===== src/rtl/ldl_ram_ctrl_pkg.sv =====
// ldl_ram_ctrl_pkg: shared types and sizing constants for the RAM port controller.
// Contents: controller state enum, response buffer depth, buffer-count and credit widths.
// Imported by ldl_fifo2 and ldl_ram_ctrl.
package ldl_ram_ctrl_pkg;

  typedef enum logic [1:0] {
    INIT  = 2'd0,
    RUN   = 2'd1,
    DRAIN = 2'd2
  } state_t;

  // Response buffer depth; also the maximum number of reads that may be
  // buffered plus in flight at any time.
  localparam int RSP_DEPTH = 2;

  // Width of the buffer occupancy count (0..RSP_DEPTH).
  localparam int CNT_W = $clog2(RSP_DEPTH + 1);

  // Width of the credit sum fifo_cnt + inflight (0..RSP_DEPTH+1).
  localparam int CRED_W = $clog2(RSP_DEPTH + 2);

endpackage


===== src/rtl/ldl_fifo2.sv =====
// ldl_fifo2: 2-entry registered FIFO holding read responses.
// Latency: a push is visible at the head on the next cycle; head is read straight from registers.
// Backpressure: none internally; the caller's credit check guarantees no overflow or underflow.
// Ports: clk, rstn (async active-low), push/push_data (write side), pop (read side),
//        head (oldest entry), cnt (occupancy 0..2).
module ldl_fifo2
  import ldl_ram_ctrl_pkg::*;
#(
  parameter int DWIDTH = 8
) (
  input  logic              clk,
  input  logic              rstn,
  input  logic              push,
  input  logic [DWIDTH-1:0] push_data,
  input  logic              pop,
  output logic [DWIDTH-1:0] head,
  output logic [CNT_W-1:0]  cnt
);

  logic [DWIDTH-1:0] mem [RSP_DEPTH];
  logic              wr_ptr;
  logic              rd_ptr;

  always_ff @(posedge clk or negedge rstn) begin
    if (!rstn) begin
      for (int i = 0; i < RSP_DEPTH; i++) begin
        mem[i] <= '0;
      end
      wr_ptr <= 1'b0;
      rd_ptr <= 1'b0;
      cnt    <= '0;
    end else begin
      if (push) begin
        mem[wr_ptr] <= push_data;
        wr_ptr      <= ~wr_ptr;
      end
      if (pop) begin
        rd_ptr <= ~rd_ptr;
      end
      case ({push, pop})
        2'b10:   cnt <= cnt + CNT_W'(1);
        2'b01:   cnt <= cnt - CNT_W'(1);
        default: cnt <= cnt;
      endcase
    end
  end

  assign head = mem[rd_ptr];

`ifndef SYNTHESIS
  a_no_overflow: assert property (@(posedge clk) disable iff (!rstn)
    !(push && !pop && (cnt == CNT_W'(RSP_DEPTH))));
  a_no_underflow: assert property (@(posedge clk) disable iff (!rstn)
    !(pop && (cnt == '0)));
`endif

endmodule


===== src/rtl/ldl_ram_ctrl.sv =====
// ldl_ram_ctrl: valid/ready port controller in front of one port of a 1-cycle synchronous-read RAM.
// Latency: read accepted in cycle N shows rsp_valid in N+2 (buffer empty); one command per cycle sustained.
// Backpressure: cmd_ready drops once buffered + in-flight reads reach 2; rsp backpressure never drops data.
// Ports: clk, rstn (async active-low); cmd_valid/cmd_ready/cmd_we/cmd_addr/cmd_wdata (command);
//        rsp_valid/rsp_ready/rsp_rdata (response); init_req/busy (init sweep control/status);
//        ram_re/ram_we/ram_addr/ram_din/ram_dout (RAM port).
// Optional feature: define LDL_RAM_CTRL_INIT_EN to build the INIT/DRAIN fill sweep.
module ldl_ram_ctrl
  import ldl_ram_ctrl_pkg::*;
#(
  parameter int                DWIDTH   = 8,
  parameter int                AWIDTH   = 4,
  parameter logic [DWIDTH-1:0] INIT_VAL = '0
) (
  input  logic              clk,
  input  logic              rstn,
  input  logic              cmd_valid,
  output logic              cmd_ready,
  input  logic              cmd_we,
  input  logic [AWIDTH-1:0] cmd_addr,
  input  logic [DWIDTH-1:0] cmd_wdata,
  output logic              rsp_valid,
  input  logic              rsp_ready,
  output logic [DWIDTH-1:0] rsp_rdata,
  input  logic              init_req,
  output logic              busy,
  output logic              ram_re,
  output logic              ram_we,
  output logic [AWIDTH-1:0] ram_addr,
  output logic [DWIDTH-1:0] ram_din,
  input  logic [DWIDTH-1:0] ram_dout
);

  // live is low in reset and for the edge that releases it, so every RAM
  // enable and cmd_ready sits at 0 while rstn is asserted.
  logic              live;
  logic              inflight;
  logic [CNT_W-1:0]  fifo_cnt;
  logic              rsp_pop;
  logic [CRED_W-1:0] credit_used;
  logic              credit_ok;
  logic              run_st;
  logic              sweep_on;
  logic [AWIDTH-1:0] sweep;
  logic              fire_wr;
  logic              fire_rd;

  always_ff @(posedge clk or negedge rstn) begin
    if (!rstn) begin
      live     <= 1'b0;
      inflight <= 1'b0;
    end else begin
      live     <= 1'b1;
      inflight <= fire_rd;
    end
  end

`ifdef LDL_RAM_CTRL_INIT_EN
  localparam int DEPTH = 1 << AWIDTH;

  state_t state;
  logic   busy_q;

  always_ff @(posedge clk or negedge rstn) begin
    if (!rstn) begin
      state  <= INIT;
      sweep  <= '0;
      busy_q <= 1'b1;
    end else begin
      case (state)
        INIT: begin
          if (live) begin
            // The counter wraps to 0 on the last address, ready for the next sweep.
            sweep <= sweep + AWIDTH'(1);
            if (sweep == AWIDTH'(DEPTH - 1)) begin
              state  <= RUN;
              busy_q <= 1'b0;
            end
          end
        end
        RUN: begin
          if (init_req) begin
            state  <= DRAIN;
            busy_q <= 1'b1;
          end
        end
        DRAIN: begin
          // Wait for the last issued read to land in the buffer before the
          // sweep starts overwriting the RAM.
          if (!inflight) begin
            state <= INIT;
          end
        end
        default: begin
          state  <= RUN;
          busy_q <= 1'b0;
        end
      endcase
    end
  end

  assign run_st   = (state == RUN);
  assign sweep_on = live & (state == INIT);
  assign busy     = busy_q;
`else
  logic unused_ok;
  assign unused_ok = ^{init_req, INIT_VAL};
  assign run_st    = 1'b1;
  assign sweep_on  = 1'b0;
  assign sweep     = '0;
  assign busy      = 1'b0;
`endif

  assign rsp_valid = (fifo_cnt != '0);
  assign rsp_pop   = rsp_valid & rsp_ready;

  // A slot is reserved for every buffered and in-flight read; a pop this
  // cycle frees one, so accepting at the limit while popping is allowed.
  assign credit_used = CRED_W'(fifo_cnt) + CRED_W'(inflight) - CRED_W'(rsp_pop);
  assign credit_ok   = (credit_used < CRED_W'(RSP_DEPTH));

  assign cmd_ready = live & run_st & credit_ok;
  assign fire_wr   = cmd_valid & cmd_ready & cmd_we;
  assign fire_rd   = cmd_valid & cmd_ready & ~cmd_we;

  always_comb begin
    ram_re   = fire_rd;
    ram_we   = fire_wr | sweep_on;
    ram_addr = '0;
    ram_din  = '0;
    if (sweep_on) begin
      ram_addr = sweep;
      ram_din  = INIT_VAL;
    end else if (fire_wr | fire_rd) begin
      ram_addr = cmd_addr;
      if (fire_wr) begin
        ram_din = cmd_wdata;
      end
    end
  end

  // RAM data is valid the cycle after issue, which is exactly when inflight is set.
  ldl_fifo2 #(
    .DWIDTH (DWIDTH)
  ) u_rsp_fifo (
    .clk       (clk),
    .rstn      (rstn),
    .push      (inflight),
    .push_data (ram_dout),
    .pop       (rsp_pop),
    .head      (rsp_rdata),
    .cnt       (fifo_cnt)
  );

endmodule


===== config.mk =====
export PLATFORM = sky130hd
export DESIGN_NAME = ldl_ram_ctrl
export DESIGN_NICKNAME = d
export VERILOG_FILES = /design/src/rtl/ldl_ram_ctrl_pkg.sv /design/src/rtl/ldl_fifo2.sv /design/src/rtl/ldl_ram_ctrl.sv
export SDC_FILE = /design/constraint.sdc
export NUM_CORES = 1
export LEC_CHECK = 0
export BUFFER_PORTS_ARGS = -buffer_cell sky130_fd_sc_hd__buf_2
export CORE_MARGIN = 2
export CORE_UTILIZATION = 42
export DETAILED_ROUTE_END_ITERATION = 6
export GPL_ROUTABILITY_DRIVEN = 0
export GPL_TIMING_DRIVEN = 0
export PLACE_DENSITY = 0.78
export SETUP_SLACK_MARGIN = 0.4
export SKIP_LAST_GASP = 1
export SYNTH_ARGS = -nofsm -noshare
export SYNTH_HDL_FRONTEND = slang
export SYNTH_SLANG_ARGS = --single-unit
export TNS_END_PERCENT = 10

===== constraint.sdc =====
create_clock -name clk -period 1.27 [get_ports clk]
set_input_delay 0 -clock clk [delete_from_list [all_inputs] [get_ports clk]]
set_output_delay 0 -clock clk [all_outputs]
set_load 0.01 [all_outputs]

* After elaboration in Yosys (flattened, before gate mapping)
Cells that the tools add are included.
W data, S select, Z words.
** Word-level totals
- Word-level logic and storage cells :: 41
- Input bits :: 26
- Output and inout bits :: 25
- Register bits after elaboration :: 22
** Operators by class
- Bitwise operators :: 11
- Magnitude comparators :: 4
- Equality and inequality tests :: 2
- Mux-type cells :: 10
- Reduce and logical (&&, ||, !) cells :: 3
- Add/sub/neg operators :: 4
** Operators with widths (count)
- $mux W8 :: 6
- $bwmux W16 :: 1
- $demux W8 S1 :: 1
- $and A1 B1 Y1 :: 5
- $ge A2 B2 Y1 const B :: 2
- $mux W4 :: 1
- $not A1 Y2 :: 2
- $pmux W2 S2 :: 1
- $reduce_bool A2 Y1 :: 2
- $not A1 Y1 :: 3
- $add A2 B1 Y2 :: 1
- $add A2 B1 Y2 const B :: 1
- $eq A2 B1 Y1 const B :: 1
- $eq A2 B2 Y1 const B :: 1
- $lt A2 B1 Y1 const B :: 1
- $lt A2 B2 Y1 const B :: 1
- $sub A2 B1 Y2 :: 1
- $sub A2 B1 Y2 const B :: 1
- $logic_and A1 B1 Y1 :: 1
- $or A1 B1 Y1 :: 1

* Depth between registers and ports, before layout
Gate-level depths: netlist of run 1.
- Depth after elaboration :: 9
- Mapped depth :: 5
- Gate-level depth less buffers :: 3

* Cells and area by module
Synthesis of run 1 repeated with hierarchy kept, for this count alone.
** Unflattened totals
- Cells, all modules :: 88
- Area total of the unflattened synthesis :: 1157.4 um^2
** By module, submodules not included
- ldl_fifo2 :: seq. area each 500.5 um^2, cells each 55, instances 1, area each 857.1 um^2
- ldl_ram_ctrl :: seq. area each 50.0 um^2, cells each 33, instances 1, area each 300.3 um^2

* Worst setup path after synthesis of run 1
OpenSTA, ideal clock, no wires.
- Kind :: reg2reg
- From :: reg inflight
- To :: reg inflight
- Arrival time :: 1226 ps
- Data required time :: 1147 ps
- Clock period less this slack :: 1349 ps
- Buffers on the path :: 1
- Stages on the path, launching flop included :: 5
- Slack :: -79 ps
- Library setup time :: 123 ps
- Cell sequence :: dfrtp_1 -> buf_6 -> nor2b_4 -> mux2_4 -> a211oi_2
** On the way
- Longest elaborated chain between the ends :: 6
** Ends and longest elaborated chain
- start: declaration :: RTL line ldl_ram_ctrl.sv:37 : logic inflight;
- start signal: assignment :: RTL line ldl_ram_ctrl.sv:54 : inflight <= fire_rd;
- $add A2 B1 Y2 :: RTL line ldl_ram_ctrl.sv:119 : assign credit_used = CRED_W'(fifo_cnt) + CRED_W'(inflight) - CRED_W'(rsp_pop);
- $sub A2 B1 Y2 :: RTL line ldl_ram_ctrl.sv:119
- $lt A2 B2 Y1 :: RTL line ldl_ram_ctrl.sv:120 : assign credit_ok = (credit_used < CRED_W'(RSP_DEPTH));
- $and A1 B1 Y1 :: RTL line ldl_ram_ctrl.sv:122 : assign cmd_ready = live & run_st & credit_ok;
- $and A1 B1 Y1 (2 in series) :: RTL line ldl_ram_ctrl.sv:124 : assign fire_rd = cmd_valid & cmd_ready & ~cmd_we;
- net ram_re :: RTL line ldl_ram_ctrl.sv:27 : output logic ram_re,
The timed path passes the listed nets, and every way through them passes these cells.
A chain may end at the register's enable or synchronous reset.

* Worst setup path in the final report of run 1
- From :: reg inflight
- To :: out ram_din[5]
** On the way
- Longest elaborated chain between the ends :: 8
- Elaborated cells between the ends (all ways) :: 10
- Classes of those cells :: add/sub (2); order compare (1); mux (2); bitwise (5)
** Ends and longest elaborated chain
- $add A2 B1 Y2 (*) :: RTL line ldl_ram_ctrl.sv:119
- $sub A2 B1 Y2 (*) :: RTL line ldl_ram_ctrl.sv:119
- $lt A2 B2 Y1 (*) :: RTL line ldl_ram_ctrl.sv:120
- $and A1 B1 Y1 (*) :: RTL line ldl_ram_ctrl.sv:122
- $and A1 B1 Y1 (*) :: RTL line ldl_ram_ctrl.sv:123, ldl_ram_ctrl.sv:124
- $and A1 B1 Y1 (on tied branches) :: RTL line ldl_ram_ctrl.sv:123, ldl_ram_ctrl.sv:124
- $mux W8 / $or A1 B1 Y1 (equally long branches) :: RTL line ldl_ram_ctrl.sv:136, ldl_ram_ctrl.sv:134
- $mux W8 (*) :: RTL line ldl_ram_ctrl.sv:134 : end else if (fire_wr | fire_rd) begin
- end: declaration :: RTL line ldl_ram_ctrl.sv:30 : output logic [DWIDTH-1:0] ram_din,
Mark *: on every way between the ends. The rest lies on a longest branch, timed or not.

==> impl_metrics.csv, run 1 <==
group,metric,value,unit
yosys,synth.largest_area_cell,"dfrtp_1",
cts,clk_latency,300,ps
worst_setup_path,slowest_delay,400,ps
sta,rsz0062_at_grt,"true",
final_layout,regArea,550.5,sq um
cts,cts_tree,"built",
yosys,synth_compound_area_share,10.95,%
sta,min_period_over_period,134.7,%
sta,max_freq,584.5,MHz
cts,cts-hold-fix-buffers,10,
yosys,synth.net_count,127,
cts,clk_pin_slew,120,ps
global_route,grt_first_pass_wirelength,4.340,mm
flow_run,drv_cap,0,
yosys,yosysWarningCount,0,
yosys,synthAdderAreaFrac,0,%
sta,finalHoldViolCount,1,
global_route,antenna_found_initial,0,
detailed_routing,firstDrtPassIters,4,
yosys,syn_inst,101,
worst_setup_path,startpoint_type,"flip-flop",
cts,htreeDepth,1,
die,die_h,57.20,um
yosys,synthArstFlopShare,100.0,%
worst_setup_path,path_cells,"buf_6 -> nor2b_4 -> mux2_4 -> buf_16 -> a21oi_2 -> buf_2",
global_route,grt_max_degree,23,
detailed_routing,wl_met2,1.260,mm
power_and_ir_drop,powerDensity,1527,nW/um^2
run_status,violations,"negative hold slack, negative setup slack",
detailed_routing,m1WireLength,1.038,mm
final_layout,drive_above_1_share,63.31,%
sta,fin_ws,-440.9,ps
yosys,synth-xor-area-share,2.211,%
die,initial_core_util,43.48,%
cts,cts_num_sinks,22,
cts,cts_buffers,3,
global_route,grt_pass1_vias,1010,
power_and_ir_drop,peakVddDrop,1388,uV
detailed_routing,wl_per_cell,12.26,um
detailed_routing,first_iter_violations,25,
sta,finClkSkew,10.81,ps
worst_setup_path,slowest_stage,"dfrtp_1",
die,core_area,2734,sq um
yosys,synth_ff_type,"dfrtp_1",
detailed_routing,num_vias,976,
sta,slew_headroom,63.45,%
worst_setup_path,cp_top_family,"buffers and inverters",
yosys,yosysMostFrequentCell,"mux2_2",
final_layout,layout.cells.non_filler,200,
placed_design,portBuffers,48,
detailed_routing,ant_nets,0,
die,row_count,19,
yosys,synth_seq_area_share,46.32,%
worst_setup_path,worstPathArrival,1710,ps
sta,worst_slew_pin_slew,548.3,ps
yosys,synth_top_area_share,46.32,%
worst_setup_path,path_buf_inv,3,
yosys,ys_ff_latch,22,
detailed_routing,topRoutingLayerUsed,"met4",
detailed_routing,drt_wl_total,2.452,mm
hold_path,hold_class,"in -> reg",
yosys,avgSynthCellArea,11.77,sq um
final_layout,syn_to_final_growth,45.89,%
worst_setup_path,cp_max_fo,5,
yosys,yosys.area_share.simple,10.74,%
run_status,status,"finished, violations left",
yosys,synth_area_leaders,"dfrtp_1 (46%), mux2_2 (23%), a21oi_2 (7.4%)",
cts,clk_path_buf_depth,2,
yosys,synthMuxAreaShare,24.84,%
yosys,syn_area,1189,sq um
final_layout,multi_input_area,625.6,sq um
die,dieArea,3272,sq um
yosys,synth_edf_count,0,
global_route,track_usage,16.91,%
sta,whs,-134.0,ps
placed_design,dp_hpwl,1.739,mm
detailed_routing,wl_met3,144,um
yosys,ys_types,23,
sta,fin_crit,1711,ps
detailed_routing,drc,0,
worst_setup_path,criticalPathCategory,"reg -> out",
yosys,synthTopCellsByCount,"mux2_2 (24), dfrtp_1 (22), nand3_1 (12)",
power_and_ir_drop,leakagePower,0.8243,nW
final_layout,final_nets,196,
final_layout,diodes,0,
detailed_routing,vias_per_cell,4.880,
die,ios,51,
sta,final-setup-viol-count,41,
global_route,grt_overflow,0,
worst_setup_path,crit_path_end_kind,"primary output",
die,die_w,57.20,um
sta,slew_violations,0,
worst_setup_path,required,1270,ps
final_layout,fillCellCount,225,
yosys,synth_top_family_by_area,"multiplexers",
cts,cts_root_buf,"clkbuf_4",
placed_design,dp_cells,180,
-- where the power goes --
| group | total (W) | internal (W) | leakage, nW | switching [W] |
|---|---|---|---|---|
| registers | 0.00113 | 0.000995 | 0.265 | 0.000138 |
| logic | 0.00114 | 0.000657 | 0.539 | 0.000487 |
| clock network | 0.000372 | 0.000175 | 0.0210 | 0.000197 |
| total | 0.00265 | 0.00183 | 0.824 | 0.000822 |
-- registers in the layout (all words and copies together) (netlist names) --
| name | cells |
|---|---|
| inflight | 1 |
| u_rsp_fifo.cnt | 2 |
| u_rsp_fifo.wr_ptr | 1 |
| u_rsp_fifo.mem | 16 |
| live | 1 |
| u_rsp_fifo.rd_ptr | 1 |
-- metrics by stage --
stage / TNS (ps) / util (%) / area (sq um) / worst slack, ps / total power, W
2_1_floorplan: -14.09 / - / 1211 / -14.09 / 0.001876
3_3_place_gp: -1133 / 54.51 / 1490 / -114.2 / 0.002185
3_5_place_dp: -1938 / 54.51 / 1490 / -162.9 / 0.002238
4_1_cts: -13460 / 63.34 / 1732 / -445.6 / 0.002674
5_1_grt: -15790 / 63.43 / 1734 / -517.5 / 0.002842
6_report: -12920 / 63.43 / 1734 / -440.9 / 0.002648
-- repair_timing --
action / in CTS / in global routing
resized for setup: 12 / 3
cloned: 1 / 0
endpoints found under the setup margin: 44 / 45
endpoints found under the hold margin: 40 / 1
setup buffers: 5 / 0
pin swaps: 10 / 1
-- layer usage --
metal / GRT usage [%] / up-vias
met5: 0 / -
met2: 30.21 / 41
met1: 21.03 / 449
met4: 5.980 / 0
li1: - / 484
met3: 2.041 / 2
-- final timing paths --
kind / start / endpoint / slack, ps / cells past startpoint
min: cmd_we / inflight$_DFF_PN0_ / -130 / 2
min in group asynchronous: rstn / u_rsp_fifo.mem[11]$_DFFE_PN0P_ / 160 / 2
min reg2reg: u_rsp_fifo.wr_ptr$_DFFE_PN0P_ / u_rsp_fifo.wr_ptr$_DFFE_PN0P_ / 500 / 1
max: inflight$_DFF_PN0_ / ram_din[5] / -440 / 6
max in group asynchronous: rstn / u_rsp_fifo.cnt[1]$_DFFE_PN0P_ / 780 / 2
max reg2reg: inflight$_DFF_PN0_ / u_rsp_fifo.mem[2]$_DFFE_PN0P_ / -290 / 5
-- cell type report --
type / instances / area share [%]
buffer: 8 / 3.896
clock buffer: 4 / 2.092
multi-input combinational: 71 / 36.08
sequential: 22 / 31.75
tap: 31 / 2.237
timing repair buffer: 64 / 23.95
-- cells by family (layout without fill, tap and decap cells) --
family | count (synthesis) | after routing
other | 2 | 2
flip-flops | 22 | 22
multiplexers | 26 | 26
AND/OR/NAND/NOR | 24 | 24
XOR/XNOR | 3 | 3
buffers and inverters | 8 | 76
AO/OA/AOI/OAI | 16 | 16
-- cells in the final DEF (no fill, tap or decap), types with 2 or more instances in the layout --
cell type	n
a21oi_2	11
a21oi_4	2
and2_1	2
buf_2	48
buf_4	5
buf_6	4
clkbuf_1	2
clkbuf_4	3
conb_1	2
dfrtp_1	22
dlygate4sd3_1	10
mux2_2	24
nand2_1	6
nand3_1	12
xor2_1	2
Power figures use the tool's default switching activity.
==> inputs of run 2 (changes only) <==
ABC_AREA = 1   (was unset)
CORE_UTILIZATION = 41   (was 42)
PLACE_DENSITY = 0.77   (was 0.78)
==> impl_metrics.csv, run 2 <==
group,metric,value,unit
cts,cts-hold-fix-buffers,10,
power_and_ir_drop,combPwrFrac,42.0,%
sta,finClkSkew,5.098,ps
yosys,synth_ff_type,"dfrtp_1",
detailed_routing,drc,0,
global_route,track_usage,17.49,%
sta,min_period_over_period,119.4,%
detailed_routing,firstDrtPassIters,6,
detailed_routing,num_vias,1114,
detailed_routing,vias_per_cell,4.584,
die,dieArea,3192,sq um
global_route,grt_max_degree,23,
sta,finalHoldViolCount,1,
placed_design,post-place-ws,-70.32,ps
die,die_h,56.50,um
yosys,synth_top_area_share,48.73,%
yosys,avgSynthCellArea,7.634,sq um
global_route,grt_first_pass_wirelength,4.326,mm
sta,whs,-70.65,ps
sta,fin_ws,-246.1,ps
sta,max_freq,659.6,MHz
die,core_area,2686,sq um
yosys,synth.net_count,174,
die,ios,51,
power_and_ir_drop,seq_power_share,43.3,%
final_layout,largest_reg_flops,16,
cts,clk_latency,310,ps
detailed_routing,drt_wl_total,2.502,mm
yosys,synth_seq_area_share,48.73,%
detailed_routing,wl_per_cell,10.30,um
yosys,syn_area,1130,sq um
final_layout,final_nets,239,
global_route,grt_pass1_vias,1010,
global_route,antenna_found_initial,0,
final_layout,reg.largest.list,"u_rsp_fifo.mem (16), u_rsp_fifo.cnt (2)",
cts,cts_num_sinks,22,
yosys,synth.largest_area_cell,"dfrtp_1",
sta,slew_violations,0,
final_layout,finalInstanceArea,1625,sq um
yosys,synthTopCellsByCount,"nand2_1 (51), inv_1 (26), dfrtp_1 (22)",
worst_setup_path,crit_top_cell,"nand2_2",
power_and_ir_drop,powerDensity,1633,nW/um^2
final_layout,diodes,0,
yosys,synth_area_leaders,"dfrtp_1 (49%), nand2_1 (17%), inv_1 (8.6%)",
cts,clk_path_buf_depth,2,
cts,htreeDepth,1,
final_layout,top_register,"u_rsp_fifo.mem",
cts,cts_buffers,3,
detailed_routing,first_iter_violations,42,
die,initial_core_util,42.06,%
die,row_count,19,
placed_design,dp_hpwl,1.630,mm
yosys,synth_edf_count,0,
cts,cts_root_buf,"clkbuf_4",
hold_path,hold_depth,2,
power_and_ir_drop,leakagePower,0.9654,nW
worst_setup_path,crit_path_end_kind,"primary output",
hold_path,hold_class,"in -> reg",
worst_setup_path,cp_max_fo,5,
yosys,ys_ff_latch,22,
worst_setup_path,r2r_cells,3,
global_route,grt_overflow,0,
sta,fin_crit,1516,ps
power_and_ir_drop,peakVddDrop,968.5,uV
worst_setup_path,worstPathArrival,1520,ps
power_and_ir_drop,pwr-share-clk,14.7,%
worst_setup_path,criticalPathCategory,"reg -> out",
flow_run,drv_cap,0,
sta,rsz0062_at_grt,"true",
power_and_ir_drop,netSwitchingPower,0.001013,W
sta,final-setup-viol-count,31,
final_layout,final_util,60.50,%
cts,clk_pin_slew,120,ps
sta,fin_tns_setup,-3978,ps
worst_setup_path,slowest_stage,"dfrtp_2",
final_layout,layout_common_cells,"buf_2 (49), nand2_1 (48), inv_1 (26), dfrtp_1 (21)",
cts,cts_tree,"built",
yosys,synthArstFlopShare,100.0,%
final_layout,drive_above_1_share,38.21,%
run_status,violations,"negative hold slack, negative setup slack",
placed_design,portBuffers,48,
power_and_ir_drop,p_int,0.001641,W
yosys,yosysMostFrequentCell,"nand2_1",
worst_setup_path,path_cells,"nand2_2 -> nor2_2 -> nand2_1 -> nand2_2 -> nand2_4 -> nand4_4 -> nor2_1 -> buf_2",
worst_setup_path,slowest_delay,470,ps
final_layout,syn_to_final_growth,43.85,%
yosys,yosysWarningCount,0,
placed_design,placed_cell_area,1411,sq um
die,die_w,56.50,um
run_status,status,"finished, violations left",
yosys,ys_types,19,
worst_setup_path,startpoint_type,"flip-flop",
detailed_routing,ant_nets,0,
final_layout,final_common_cell,"buf_2",
power_and_ir_drop,p_sw_share,38.18,%
worst_setup_path,required,1270,ps
yosys,syn_inst,148,
-- run 2: cell count changes in the layout (fill, tap and decap cells not counted), moves of 3 or more --
cell / before / now
nand2_1: 6 / 48
mux2_2: 24 / 0
nor2_2: 0 / 6
nor2_1: 0 / 10
o21ai_2: 0 / 8
inv_1: 0 / 26
nand3_1: 12 / 1
nand2_2: 0 / 3
buf_4: 5 / 2
o21ai_0: 0 / 9
a21oi_2: 11 / 0
buf_6: 4 / 1
-- run 2: metrics by stage --
step | total power (W) | std cells
floorplan | 0.001839 | 148
finish | 0.002654 | 243
global placement | 0.002183 | 227
global route | 0.002892 | 243
detailed placement | 0.002211 | 227
CTS | 0.002665 | 243
-- run 2: final cells by class --
cell class,instances,area (sq um)
Inverter,28,106.4
Timing Repair Buffer,59,347.8
Multi-Input combinational cell,94,496.7
Buffer,5,47.55
Sequential cell,22,551.8
Clock buffer,4,36.28
Tap cell,31,38.79
Fill cell,263,1061
-- run 2: path summary, 6_finish.rpt --
path | from | end | slack, ps
max | inflight$_DFF_PN0_ | ram_din[4] | -250
min | cmd_we | inflight$_DFF_PN0_ | -70
max reg2reg | inflight$_DFF_PN0_ | u_rsp_fifo.mem[5]$_DFFE_PN0P_ | -70
min reg2reg | u_rsp_fifo.mem[8]$_DFFE_PN0P_ | u_rsp_fifo.mem[8]$_DFFE_PN0P_ | 490
max in group asynchronous | rstn | inflight$_DFF_PN0_ | 740
min in group asynchronous | rstn | u_rsp_fifo.mem[1]$_DFFE_PN0P_ | 170
-- run 2: kinds of logic after synthesis --
family          count (synthesis)  synth area share (%)
simple gates                   72                 25.36
buf+inv                        33                 13.51
flops                          22                 48.73
compound gates                 17                 10.19
xor+xnor                        2                 1.551
other cells                     2                0.6647
-- run 2: worst max-delay path: cells and delay by family, from the launching register on --
| family | cells | cell delay, ps |
|---|---|---|
| and+or+nand+nor | 7 | 600 |
| DFF | 1 | 470 |
| buffers and inverters | 1 | 130 |
-- run 2: power by group through the flow --
stage | Clock [W] | Combinational (W) | Sequential, W
2_1_floorplan | 0 | 0.000720 | 0.00112
3_3_place_gp | 0 | 0.00104 | 0.00114
3_5_place_dp | 0 | 0.00106 | 0.00115
4_1_cts | 0.000397 | 0.00112 | 0.00115
5_1_grt | 0.000426 | 0.00127 | 0.00119
6_report | 0.000390 | 0.00111 | 0.00115
-- run 2: what timing repair did --
item / CTS / global route
hold endpoints to repair: 40 / 1
gates cloned: 1 / 0
resized for setup: 10 / 5
pin swaps: 5 / 7
endpoints found under the setup margin: 45 / 45
buffers inserted: 1 / 0
-- run 2: metal layers --
metal | track usage, % | part of all wire [%]
met4 | 7.143 | 1.8
met1 | 19.76 | 40
met3 | 3.456 | 7.6
met5 | 0 | 0
met2 | 31.73 | 50
